$ cat src/rtl/pipe_stage_reg.sv
// Pipeline stage register: one packed payload with valid/ready handshake,
// an optional skid entry for a registered ready, synchronous flush and a stall counter.
module pipe_stage_reg #(
    parameter int DATA_W        = 80,
    parameter int SKID          = 1,
    parameter int ZERO_ON_FLUSH = 0,
    parameter int CNT_W         = 16
) (
    input  logic              i_clk,
    input  logic              i_rst,
    input  logic              i_valid,
    output logic              ready,
    input  logic [DATA_W-1:0] i_data,
    input  logic              i_flush,
    output logic              valid,
    output logic [DATA_W-1:0] data,
    input  logic              i_ready,
    output logic [CNT_W-1:0]  stall_cnt
);

    localparam logic [CNT_W-1:0] CNT_MAX = '1;
    localparam logic [CNT_W-1:0] CNT_ONE = {{(CNT_W-1){1'b0}}, 1'b1};

    logic              valid_q, valid_d;
    logic [DATA_W-1:0] data_q, data_d;
    logic              skid_valid_q, skid_valid_d;
    logic [DATA_W-1:0] skid_data_q, skid_data_d;
    logic [CNT_W-1:0]  stall_cnt_q, stall_cnt_d;

    logic in_fire;
    logic out_fire;
    logic load_main;

    // With a skid entry, ready comes straight from a flop; otherwise it looks through to i_ready.
    if (SKID != 0) begin : g_ready_skid
        assign ready = ~skid_valid_q;
    end else begin : g_ready_comb
        assign ready = i_ready | ~valid_q;
    end

    assign in_fire   = i_valid & ready;
    assign out_fire  = valid_q & i_ready;
    assign load_main = out_fire | ~valid_q;

    always_comb begin
        valid_d      = valid_q;
        data_d       = data_q;
        skid_valid_d = skid_valid_q;
        skid_data_d  = skid_data_q;

        if (i_flush) begin
            valid_d      = 1'b0;
            skid_valid_d = 1'b0;
            if (ZERO_ON_FLUSH != 0) begin
                data_d      = '0;
                skid_data_d = '0;
            end
        end else if (SKID != 0) begin
            if (load_main) begin
                // The skid entry is older than anything on the input, so it drains first.
                if (skid_valid_q) begin
                    valid_d      = 1'b1;
                    data_d       = skid_data_q;
                    skid_valid_d = 1'b0;
                end else if (in_fire) begin
                    valid_d = 1'b1;
                    data_d  = i_data;
                end else begin
                    valid_d = 1'b0;
                end
            end else if (in_fire) begin
                skid_valid_d = 1'b1;
                skid_data_d  = i_data;
            end
        end else begin
            if (in_fire) begin
                valid_d = 1'b1;
                data_d  = i_data;
            end else if (out_fire) begin
                valid_d = 1'b0;
            end
        end
    end

    always_comb begin
        stall_cnt_d = stall_cnt_q;
        if (valid_q && !i_ready && (stall_cnt_q != CNT_MAX)) begin
            stall_cnt_d = stall_cnt_q + CNT_ONE;
        end
    end

    always_ff @(posedge i_clk or posedge i_rst) begin
        if (i_rst) begin
            valid_q      <= 1'b0;
            data_q       <= '0;
            skid_valid_q <= 1'b0;
            skid_data_q  <= '0;
            stall_cnt_q  <= '0;
        end else begin
            valid_q      <= valid_d;
            data_q       <= data_d;
            skid_valid_q <= skid_valid_d;
            skid_data_q  <= skid_data_d;
            stall_cnt_q  <= stall_cnt_d;
        end
    end

    assign valid     = valid_q;
    assign data      = data_q;
    assign stall_cnt = stall_cnt_q;

endmodule

$ cat config.mk
export PLATFORM = sky130hd
export DESIGN_NAME = pipe_stage_reg
export DESIGN_NICKNAME = d
export VERILOG_FILES = /design/src/rtl/pipe_stage_reg.sv
export SDC_FILE = /design/constraint.sdc
export NUM_CORES = 1
export LEC_CHECK = 0
export ABC_AREA = 0
export ABC_CLOCK_PERIOD_IN_PS = 7300
export CORE_AREA = 10 10 142 144
export CTS_BUF_LIST = sky130_fd_sc_hd__clkbuf_4
export CTS_CLUSTER_DIAMETER = 120
export CTS_CLUSTER_SIZE = 8
export DETAILED_ROUTE_END_ITERATION = 16
export DIE_AREA = 0 0 152 154
export GPL_TIMING_DRIVEN = 1
export PLACE_DENSITY = 0.76
export SLEW_MARGIN = 20
export SYNTH_ARGS = -nofsm -noshare
export SYNTH_HDL_FRONTEND = slang
export SYNTH_SLANG_ARGS = --single-unit
$ cat constraint.sdc
create_clock -name i_clk -period 7.3 [get_ports i_clk]
set_clock_uncertainty 0.2 [all_clocks]
set_input_delay 1.46 -clock i_clk [delete_from_list [all_inputs] [get_ports i_clk]]
set_output_delay 1.46 -clock i_clk [all_outputs]
set_load 0.05 [all_outputs]
# After elaboration in Yosys (flattened, before gate mapping)
# Cells that the tools add are included.
[op_classes]
bitwise = 7
addsub = 1
mux = 9
n_eq_ne = 1
n_reduce_logical = 8
[ops]
columns = ["op", "n"]
rows = [
  ["two-way mux 80 bit", 2],
  ["adder 16 x 1 -> 16 bit (second input constant)", 1],
  ["!= test 16 bit (second input constant)", 1],
  ["two-way mux 1 bit", 7],
  ["AND reduction 3 bit", 2],
  ["NOT 1 bit", 4],
  ["nonzero test 2 bit", 2],
  ["nonzero test 3 bit", 1],
  ["bitwise AND 1 bit", 2],
  ["logical AND 1 bit", 2],
  ["logical NOT 1 bit", 1],
  ["OR 1 bit", 1],
]
[word_totals]
ff_bits = 178
output_inout_bits = 98
in_bits = 85
elab_cells = 31

# Longest topological paths before layout
# Gate-level depths: netlist of the first run.
[logic_depth]
depth_word = 6
depth_mapped = 7
depth_no_buf = 5

# Least setup slack after synthesis of the first run
# No wires, ideal clock.
[synth_path]
path_kind = "input to register"
startpoint = "input i_ready"
endpoint = "register stall_cnt_q[14] (netlist: stall_cnt[14])"
required_time_ns = 6.972
path_slack_ns = 4.428
arrival_ns = 2.544
stages = 5
cell_sequence = "nand2b_1 > buf_2 > nor4_2 > nand4_1 > mux2_1"
[synth_between]
elab_chain_cells = 3
[synth_lines]
columns = ["item", "line_no", "rtl"]
rows = [
  ["start: declaration", "17", "input logic i_ready,"],
  ["logical NOT 1 bit", "87", "if (valid_q && !i_ready && (stall_cnt_q != CNT_MAX)) begin"],
  ["logical AND 1 bit (2 in a row)", "87", ""],
  ["end signal: assignment", "104", "stall_cnt_q <= stall_cnt_d;"],
  ["end: declaration", "28", "logic [CNT_W-1:0] stall_cnt_q, stall_cnt_d;"],
]
# No other way between the ends.
# A chain may end at the register's enable or synchronous reset.

# Worst setup path after layout of the first run
[layout_path]
startpoint = "register skid_valid_q"
endpoint = "output ready"
[layout_between]
elab_chain_cells = 1
[layout_lines]
columns = ["item", "line_no", "rtl"]
rows = [
  ["start: declaration", "26", "logic skid_valid_q, skid_valid_d;"],
  ["start signal: assignment", "102", "skid_valid_q <= skid_valid_d;"],
  ["NOT 1 bit", "36", "assign ready = ~skid_valid_q;"],
  ["end: declaration", "12", "output logic ready,"],
]
# No other way between the ends.

==> results of run 1 <==
-- per-stage QoR --
step / utilization [%] / total power [W] / instance area [um2]
floorplan: - / 0.00182 / 7480
global placement: 55.3 / 0.00211 / 9490
detailed placement: 55.3 / 0.00214 / 9490
CTS: 56.9 / 0.00270 / 9770
global route: 56.9 / 0.00281 / 9770
finish: 56.9 / 0.00265 / 9770
-- cell type report --
type | instances | area [um2] | share of cell area, %
clock inverters | 10 | 111 | 1.14
repair buffers | 188 | 1870 | 19.1
inverters | 2 | 12.5 | 0.128
multi-input cells | 379 | 2870 | 29.4
flip-flops and latches | 178 | 4460 | 45.6
clock buffers | 22 | 165 | 1.69
well taps | 225 | 282 | 2.88
-- cell families after synthesis --
group	after synthesis	share of synthesized area, %
multiplexers	164	23.4
buffers and inverters	38	2.28
adder cells (fa/ha/maj)	1	0.167
XOR/XNOR	9	1.05
AO/OA/AOI/OAI	89	6.09
flip-flops	178	59.6
AND/OR/NAND/NOR	116	7.45
-- layout by cell type, fill, tap and decap left out, types with 2 or more instances in the layout --
cell type,netlist,layout
nor4_2,2,2
nand2_1,4,4
nand3_1,7,6
nand4_1,3,3
bufinv_16,0,2
a21oi_1,83,83
clkbuf_4,0,22
clkinv_1,0,3
o21ai_0,2,2
mux2_1,81,81
mux2i_1,80,80
xor2_1,7,7
nand2b_1,2,2
clkdlybuf4s50_1,0,182
nor2_1,82,82
xnor2_1,2,2
dfrtp_1,178,177
mux2_2,2,2
nor4b_1,2,2
nor3b_1,2,2
nor3_1,3,3
buf_4,0,5
clkinv_4,0,4
-- cells in the mapped netlist, drive strengths merged --
cell and count:
dfrtp 178, mux2 84, a21oi 83, nor2 83, mux2i 80, buf 30
nand3 7, xor2 7, clkbuf 6, nand2 4, nand4 4, nor3 4
nor4 4, inv 2, nand2b 2, nor3b 2, nor4b 2, o21ai 2
xnor2 2, a31oi 1, a41oi 1, and3 1, and4 1, ha 1
nand4b 1, nor2b 1, o211ai 1, o21a 1
-- per-layer routing --
metal  global-route usage [%]  vias up
met5                        0        -
met1                     18.4     2533
met2                     24.5      144
met3                     5.52       16
li1                         -     2437
met4                     4.81        0
-- where the power goes --
group          internal, W  switching [W]  leakage (nW)
registers          0.00118       0.000126          2.10
logic             0.000310       0.000494          1.72
clock network     0.000221       0.000321         0.155
-- registers in the layout, indices dropped and copies added, names as in the netlist --
register / cells
data: 80
skid_valid_q: 1
stall_cnt: 16
skid_data_q: 80
valid: 1
-- worst max-delay path by stage --
stage,depth (start not counted),to
after CTS,2,ready
final,2,ready
after global routing,2,ready
after global placement,6,skid_data_q[0]
after detailed placement,6,skid_data_q[13]
after floorplan,1,data[0]
==> qor.yml, run 1 <==
critical_path:
  cp-end-kind: "primary output"
  worst-path-max-fanout: 43
  r2r_start: "skid_valid_q"
  timing.rr.end: "data[1]"
  cp.arrival_ns: 2.48
  worstPathRequired_ns: 5.64
  reg2reg_slack_ns: 4.64
  path_buf_inv: 2
  crit_start: "skid_valid_q"
  cpMaxStageDelayCell: "dfrtp_4"
  cp-start-kind: "register"
  critPathKind: "reg2out"
  cp_slowest_stage_delay_ns: 0.94
  crit_chain: "inv_1 > clkdlybuf4s50_1"
  path_delay_family: "buffers and inverters"
  rr_worst_depth: 5
clocking:
  cts-root-buf: "clkbuf_4"
  clkTransAtPathRegs_ns: 0.14
  cts-resized-gates: 0
  cts_num_sinks: 178
  insertion_delay_ns: 0.55
  cts_hold_buf: 0
  cts_buffer_depth: 2
  cts_setup_buffers: 0
  tritoncts: "yes"
  cts_buffers: 17
  htree_levels: 4
final_layout:
  area_growth_pct: 30.7
  layout-drive-gt1-share_pct: 6.03
  final_nets: 852
  finalNonFillerCells: 1004
  antenna_cells: 0
  fill_cells: 1459
hold_path:
  hold_depth: 1
  hp-start: "skid_data_q[3]"
  min_to: "skid_data_q[3]"
  min_path_type: "reg2reg"
place:
  port_buffers: 182
  dpl.cell_count: 972
  pre_cts_ws_ns: 3.19
  place_congestion: 0.804
  place_hpwl_mm: 12.5
synthesis:
  netlist_instances: 595
  synth-seq-cells: 178
  syn_nets: 681
  synth_warnings: 0
  seq_area_frac_synth_pct: 59.6
  syn_avg_cell_area_um2: 12.6
  synth_cell_types: 36
  netlist.area_leader.share_pct: 59.6
  synth_area_um2: 7480
  synth_top_area_cell: "dfrtp_1"
  synth.area.top_cells: "dfrtp_1, mux2_1, mux2i_1"
drt:
  dr_wl_met3_mm: 1.17
  routed.top_layer: "met4"
  wirelength_mm: 17.5
  wl_met1_mm: 7.56
  first_pass_iters: 4
  antenna_left: 0
  viasPerCell: 5.11
  route.detailed.drc: 0
  wl_per_cell_um: 17.5
  num_vias: 5130
  drt_iter0_drc: 222
  met2RoutedLength_mm: 8.56
sta:
  fin_crit_ns: 4.14
  report.final.slew_viol_count: 0
  rsz0062_at_grt: "false"
  finalWorstSetupSlack_ns: 3.16
  setup_viol_count_final: 0
  slew_headroom_pct: 37.7
  fin_tns_setup_ns: 0
  fmax_mhz: 242
  period_share_pct: 56.7
  holdWs_ns: 0.305
  worstMarginPinSlew_ns: 0.934
  hold_viol: 0
floorplanning:
  io_pins: 183
  core_area_um2: 17200
  dieArea_um2: 23400
  dieHeight_um: 154
  dieWidth_um: 152
  row_count: 48
  initial_core_util_pct: 43.5
global_routing:
  grt_pass1_wl_mm: 29.3
  grt_max_degree: 89
  grt_use_total_pct: 15.1
  grt-ovfl-total: 0
  first_global_vias: 5556
  antenna_found_initial: 0
pwr:
  p_leak_nw: 3.97
  p_per_area_nw_per_um2: 272
  vdd_drop_max_mv: 0.218
job:
  cap_violations: 0
status:
  status: "finished, final reports clean"
(Power assumes the default switching activity.)
==> inputs of run 2 (changes only) <==
--- a/config.mk
+++ b/config.mk
@@ -6,7 +6,7 @@
 export NUM_CORES = 1
 export LEC_CHECK = 0
 export ABC_AREA = 0
-export ABC_CLOCK_PERIOD_IN_PS = 7300
+export ABC_CLOCK_PERIOD_IN_PS = 4150
 export CORE_AREA = 10 10 142 144
 export CTS_BUF_LIST = sky130_fd_sc_hd__clkbuf_4
 export CTS_CLUSTER_DIAMETER = 120
==> constraint.sdc (replaced) <==
create_clock -name i_clk -period 4.15 [get_ports i_clk]
set_clock_uncertainty 0.2 [all_clocks]
set_input_delay 0.83 -clock i_clk [delete_from_list [all_inputs] [get_ports i_clk]]
set_output_delay 0.83 -clock i_clk [all_outputs]
set_load 0.05 [all_outputs]
==> run 2 against run 1 <==
Sequential power up 76%. Critical endpoint unchanged. Via count shrank 0.57%. Clock power increased by 72%.
==> qor.yml, run 2 (synthesis gave the netlist of run 1 again) <==
status:
  status: "finished, final reports clean"
final_layout:
  finalNonFillerCells: 1005
  final_nets: 853
  layout-drive-gt1-share_pct: 6.29
  mostFrequentLayoutCell: "clkdlybuf4s50_1"
  fill_cells: 1459
  multi_input_area_um2: 2870
  regArea_um2: 4460
  final_cell_mix: "clkdlybuf4s50_1, dfrtp_1, a21oi_1, nor2_1, mux2_1"
  area_growth_pct: 31.0
drt:
  num_vias: 5101
  wirelength_mm: 17.7
  route.detailed.drc: 0
  first_pass_iters: 4
  viasPerCell: 5.08
  antenna_left: 0
  drt_iter0_drc: 255
  wl_per_cell_um: 17.6
critical_path:
  r2r_start: "skid_valid_q"
  crit_start: "skid_valid_q"
  rr_worst_depth: 5
  path_buf_inv: 2
  worstPathRequired_ns: 3.12
  cpMaxStageDelayCell: "dfrtp_4"
  cp_slowest_stage_delay_ns: 0.93
  timing.rr.end: "skid_data_q[8]"
  cp.arrival_ns: 2.45
  crit_chain: "inv_1 > clkdlybuf4s50_1"
  cp-start-kind: "register"
  cp-end-kind: "primary output"
  cp_num_cells: 2
  path_delay_family: "buffers and inverters"
  cp-endpoint: "ready"
  reg2reg_slack_ns: 1.43
  worst-path-max-fanout: 40
  critPathKind: "reg2out"
sta:
  period_share_pct: 83.8
  report.final.slew_viol_count: 0
  fin_tns_setup_ns: 0
  fin_crit_ns: 3.48
  fmax_mhz: 287
  rsz0062_at_grt: "false"
  setup_viol_count_final: 0
  hold_viol: 0
  slew_headroom_pct: 35.6
  worstMarginPinSlew_ns: 0.966
clocking:
  cts-resized-gates: 0
  htree_levels: 4
  cts_buffer_depth: 2
  cts_buffers: 17
  cts-root-buf: "clkbuf_4"
  clkTransAtPathRegs_ns: 0.13
  insertion_delay_ns: 0.56
  cts_num_sinks: 178
  cts_hold_buf: 0
  cts_setup_buffers: 0
  tritoncts: "yes"
place:
  place_hpwl_mm: 12.6
  dpl.cell_count: 972
  place_congestion: 0.791
  port_buffers: 182
pwr:
  vdd_drop_max_mv: 0.224
  p_leak_nw: 3.97
  p_per_area_nw_per_um2: 475
floorplanning:
  dieWidth_um: 152
  core_area_um2: 17200
  row_count: 48
  dieArea_um2: 23400
  dieHeight_um: 154
  io_pins: 183
  initial_core_util_pct: 43.5
global_routing:
  grt_use_total_pct: 15.0
  grt_max_degree: 97
  first_global_vias: 5569
  grt_pass1_wl_mm: 28.8
  antenna_found_initial: 1
  grt-ovfl-total: 0
job:
  cap_violations: 0
hold_path:
  min_path_type: "reg2reg"
run 2: worst min path at each step:
stage,from,to,slack [ns],depth (start not counted)
global placement,skid_data_q[79],skid_data_q[79],0.27,1
floorplan,skid_data_q[0],skid_data_q[0],0.26,1
CTS,skid_data_q[36],skid_data_q[36],0.31,1
global route,skid_data_q[37],skid_data_q[37],0.32,1
detailed placement,skid_data_q[59],skid_data_q[59],0.28,1
finish,skid_data_q[48],skid_data_q[48],0.31,1
run 2: report_power, final:
part	total (W)	leakage, nW	internal (W)	switching (W)
registers	0.00231	2.10	0.00208	0.000228
clock network	0.000932	0.142	0.000368	0.000564
logic	0.00141	1.73	0.000546	0.000862
run 2: layout make-up:
cell class	count	area share (%)
clock inverter	11	1.18
timing repair buffer	189	19.4
inverter	2	0.115
sequential	178	45.5
multi-input combinational	379	29.3
antenna	1	0.0255
tap	225	2.87
clock buffer	20	1.53
run 2: worst register-to-register path: stages (launching register included):
cell	delay (ns)
dfrtp_4	0.93
inv_1	0.22
nand3_4	0.09
buf_4	0.47
buf_12	0.31
mux2_1	0.39
run 2: metal layers:
layer	up-vias	routed length, um	part of all wire, %	GRT usage, %
met3	11	1050	5.9	5.02
met2	129	8930	50	25.9
li1	2448	-	-	-
met1	2513	7500	42	17.0
met5	-	0	0	0
met4	0	224	1.3	5.27
run 2: through the flow:
step / hold WS, ns / worst slack, ns / util [%] / instance area, um2 / total power, W
after floorplan: 0.264 / 0.839 / - / 7480 / 0.00321
after global placement: 0.273 / 0.723 / 55.3 / 9500 / 0.00371
after detailed placement: 0.281 / 0.624 / 55.3 / 9500 / 0.00377
after CTS: 0.311 / 0.582 / 56.9 / 9770 / 0.00472
after global routing: 0.318 / 0.502 / 57.0 / 9790 / 0.00491
final: 0.307 / 0.670 / 57.0 / 9790 / 0.00465
==> inputs of run 3 (changes only) <==
--- a/config.mk
+++ b/config.mk
@@ -6,7 +6,7 @@
 export NUM_CORES = 1
 export LEC_CHECK = 0
 export ABC_AREA = 0
-export ABC_CLOCK_PERIOD_IN_PS = 4150
+export ABC_CLOCK_PERIOD_IN_PS = 3500
 export CORE_AREA = 10 10 142 144
 export CTS_BUF_LIST = sky130_fd_sc_hd__clkbuf_4
 export CTS_CLUSTER_DIAMETER = 120
==> constraint.sdc (replaced) <==
create_clock -name i_clk -period 3.5 [get_ports i_clk]
set_clock_uncertainty 0.2 [all_clocks]
set_input_delay 0.7 -clock i_clk [delete_from_list [all_inputs] [get_ports i_clk]]
set_output_delay 0.7 -clock i_clk [all_outputs]
set_load 0.05 [all_outputs]
==> run 3 against run 2 <==
Combinational power rose by 20%. Sequential cell count did not move. Sequential power up 18%. Global-route usage grew 0.085 points. Clock-buffer cell count fell by 2. Critical path depth did not move. Register-to-register slack improved by 0.02 ns. Via count is 0.69% higher. Non-clock buffer count up 3. Power increased by 21%. Utilization increased by 0.63 points. Cell count grew 0.30%.
==> qor.yml, run 3 (synthesis gave the netlist of run 1 again) <==
status:
  status: "finished, final reports clean"
floorplanning:
  core_area_um2: 17200
  dieArea_um2: 23400
  dieHeight_um: 154
  dieWidth_um: 152
  row_count: 48
  io_pins: 183
  initial_core_util_pct: 43.5
clocking:
  cts-root-buf: "clkbuf_4"
  cts_hold_buf: 0
  htree_levels: 4
  cts_buffer_depth: 2
  cts_setup_buffers: 0
  insertion_delay_ns: 0.55
  cts-resized-gates: 0
  clkTransAtPathRegs_ns: 0.13
  cts_num_sinks: 178
  cts_buffers: 17
  tritoncts: "yes"
sta:
  fin_crit_ns: 2.91
  setup_viol_count_final: 0
  rsz0062_at_grt: "false"
  report.final.slew_viol_count: 0
  period_share_pct: 83.2
  fmax_mhz: 343
  slew_headroom_pct: 48.3
  fin_tns_setup_ns: 0
  holdWs_ns: 0.308
  worstMarginPinSlew_ns: 0.776
  hold_viol: 0
place:
  dpl.cell_count: 976
  port_buffers: 182
  place_congestion: 0.777
  place_hpwl_mm: 13.0
global_routing:
  grt_use_total_pct: 15.1
  antenna_found_initial: 2
  grt_pass1_wl_mm: 29.0
  grt_max_degree: 87
  grt-ovfl-total: 0
  first_global_vias: 5466
hold_path:
  min_path_type: "reg2reg"
critical_path:
  cp-end-kind: "primary output"
  worst-path-max-fanout: 4
  cp-start-kind: "register"
  path_buf_inv: 2
  cp.arrival_ns: 2.01
  cpMaxStageDelayCell: "clkdlybuf4s50_1"
  crit_chain: "inv_1 > clkdlybuf4s50_1"
  cp_slowest_stage_delay_ns: 0.82
  critPathKind: "reg2out"
  path_delay_family: "buffers and inverters"
  worstPathRequired_ns: 2.60
pwr:
  p_leak_nw: 4.02
  power_frac_seq_pct: 48.4
  pwr-share-clk_pct: 21.8
  p_sw_w: 0.00197
  p_sw_share_pct: 34.8
  p_int_w: 0.00368
  finalPower_w: 0.00565
  vdd_drop_max_mv: 0.268
  p_comb_share_pct: 29.9
  p_per_area_nw_per_um2: 571
final_layout:
  mostFrequentLayoutCell: "clkdlybuf4s50_1"
  final_nets: 856
  area_growth_pct: 32.4
  layout-drive-gt1-share_pct: 6.27
  finalNonFillerCells: 1008
  final_cell_mix: "clkdlybuf4s50_1, dfrtp_1, a21oi_1, nor2_1, mux2_1"
drt:
  antenna_left: 0
  drt_iter0_drc: 189
  first_pass_iters: 6
  num_vias: 5136
  wirelength_mm: 17.8
  route.detailed.drc: 0
  viasPerCell: 5.10
  wl_per_cell_um: 17.7
job:
  cap_violations: 0
run 3: changes by cell type in the layout (fill, tap and decap cells not counted):
cell / previous run / this run
buf_12: 2 / 6
clkbuf_4: 20 / 18
clkinv_2: 4 / 2
buf_6: 1 / 0
bufinv_16: 2 / 4
diode_2: 1 / 2
clkinv_4: 1 / 2
clkinv_1: 1 / 3
clkinvlp_4: 4 / 2
run 3: stage by stage:
step           cell area, um2  setup slack, ns  utilization [%]
4_1_cts                  9900            0.509             57.6
3_3_place_gp             9600            0.807             55.9
5_1_grt                  9900            0.452             57.6
2_1_floorplan            7480            0.319                -
3_5_place_dp             9600            0.762             55.9
6_report                 9900            0.587             57.6
run 3: layer usage:
metal	vias up	part of all wire (%)	routed length (um)	GRT usage [%]
met5	-	0	0	0
met4	0	1.0	183	4.77
met3	12	6.2	1110	5.47
met2	140	51	9070	25.9
met1	2545	42	7460	17.2
li1	2439	-	-	-
run 3: cell type report:
class                      count  area [um2]
clock buffer                  18         135
fill                        1403        7270
tap                          225         282
sequential                   178        4460
antenna                        2        5.00
timing repair buffer         192        1970
inverter                       2        11.3
clock inverter                12         166
multi-input combinational    379        2870
run 3: final timing paths:
check,startpoint,cells past startpoint,slack (ns),end
hold reg to reg,skid_data_q[22],1,0.31,skid_data_q[22]
min in group asynchronous,i_rst,2,0.35,data[75]
max in group asynchronous,i_rst,3,2.01,stall_cnt[8]
hold / removal,skid_data_q[22],1,0.31,skid_data_q[22]
setup reg to reg,stall_cnt[1],5,1.45,stall_cnt[1]
setup / recovery,skid_valid_q,2,0.59,ready
run 3: power by group through the flow:
stage                     Combinational, W  Sequential, W  Clock [W]
after floorplan                   0.000464        0.00334          0
after CTS                          0.00172        0.00274    0.00128
final                              0.00169        0.00273    0.00123
after detailed placement           0.00171        0.00278          0
after global placement             0.00167        0.00275          0
after global routing               0.00180        0.00278    0.00138
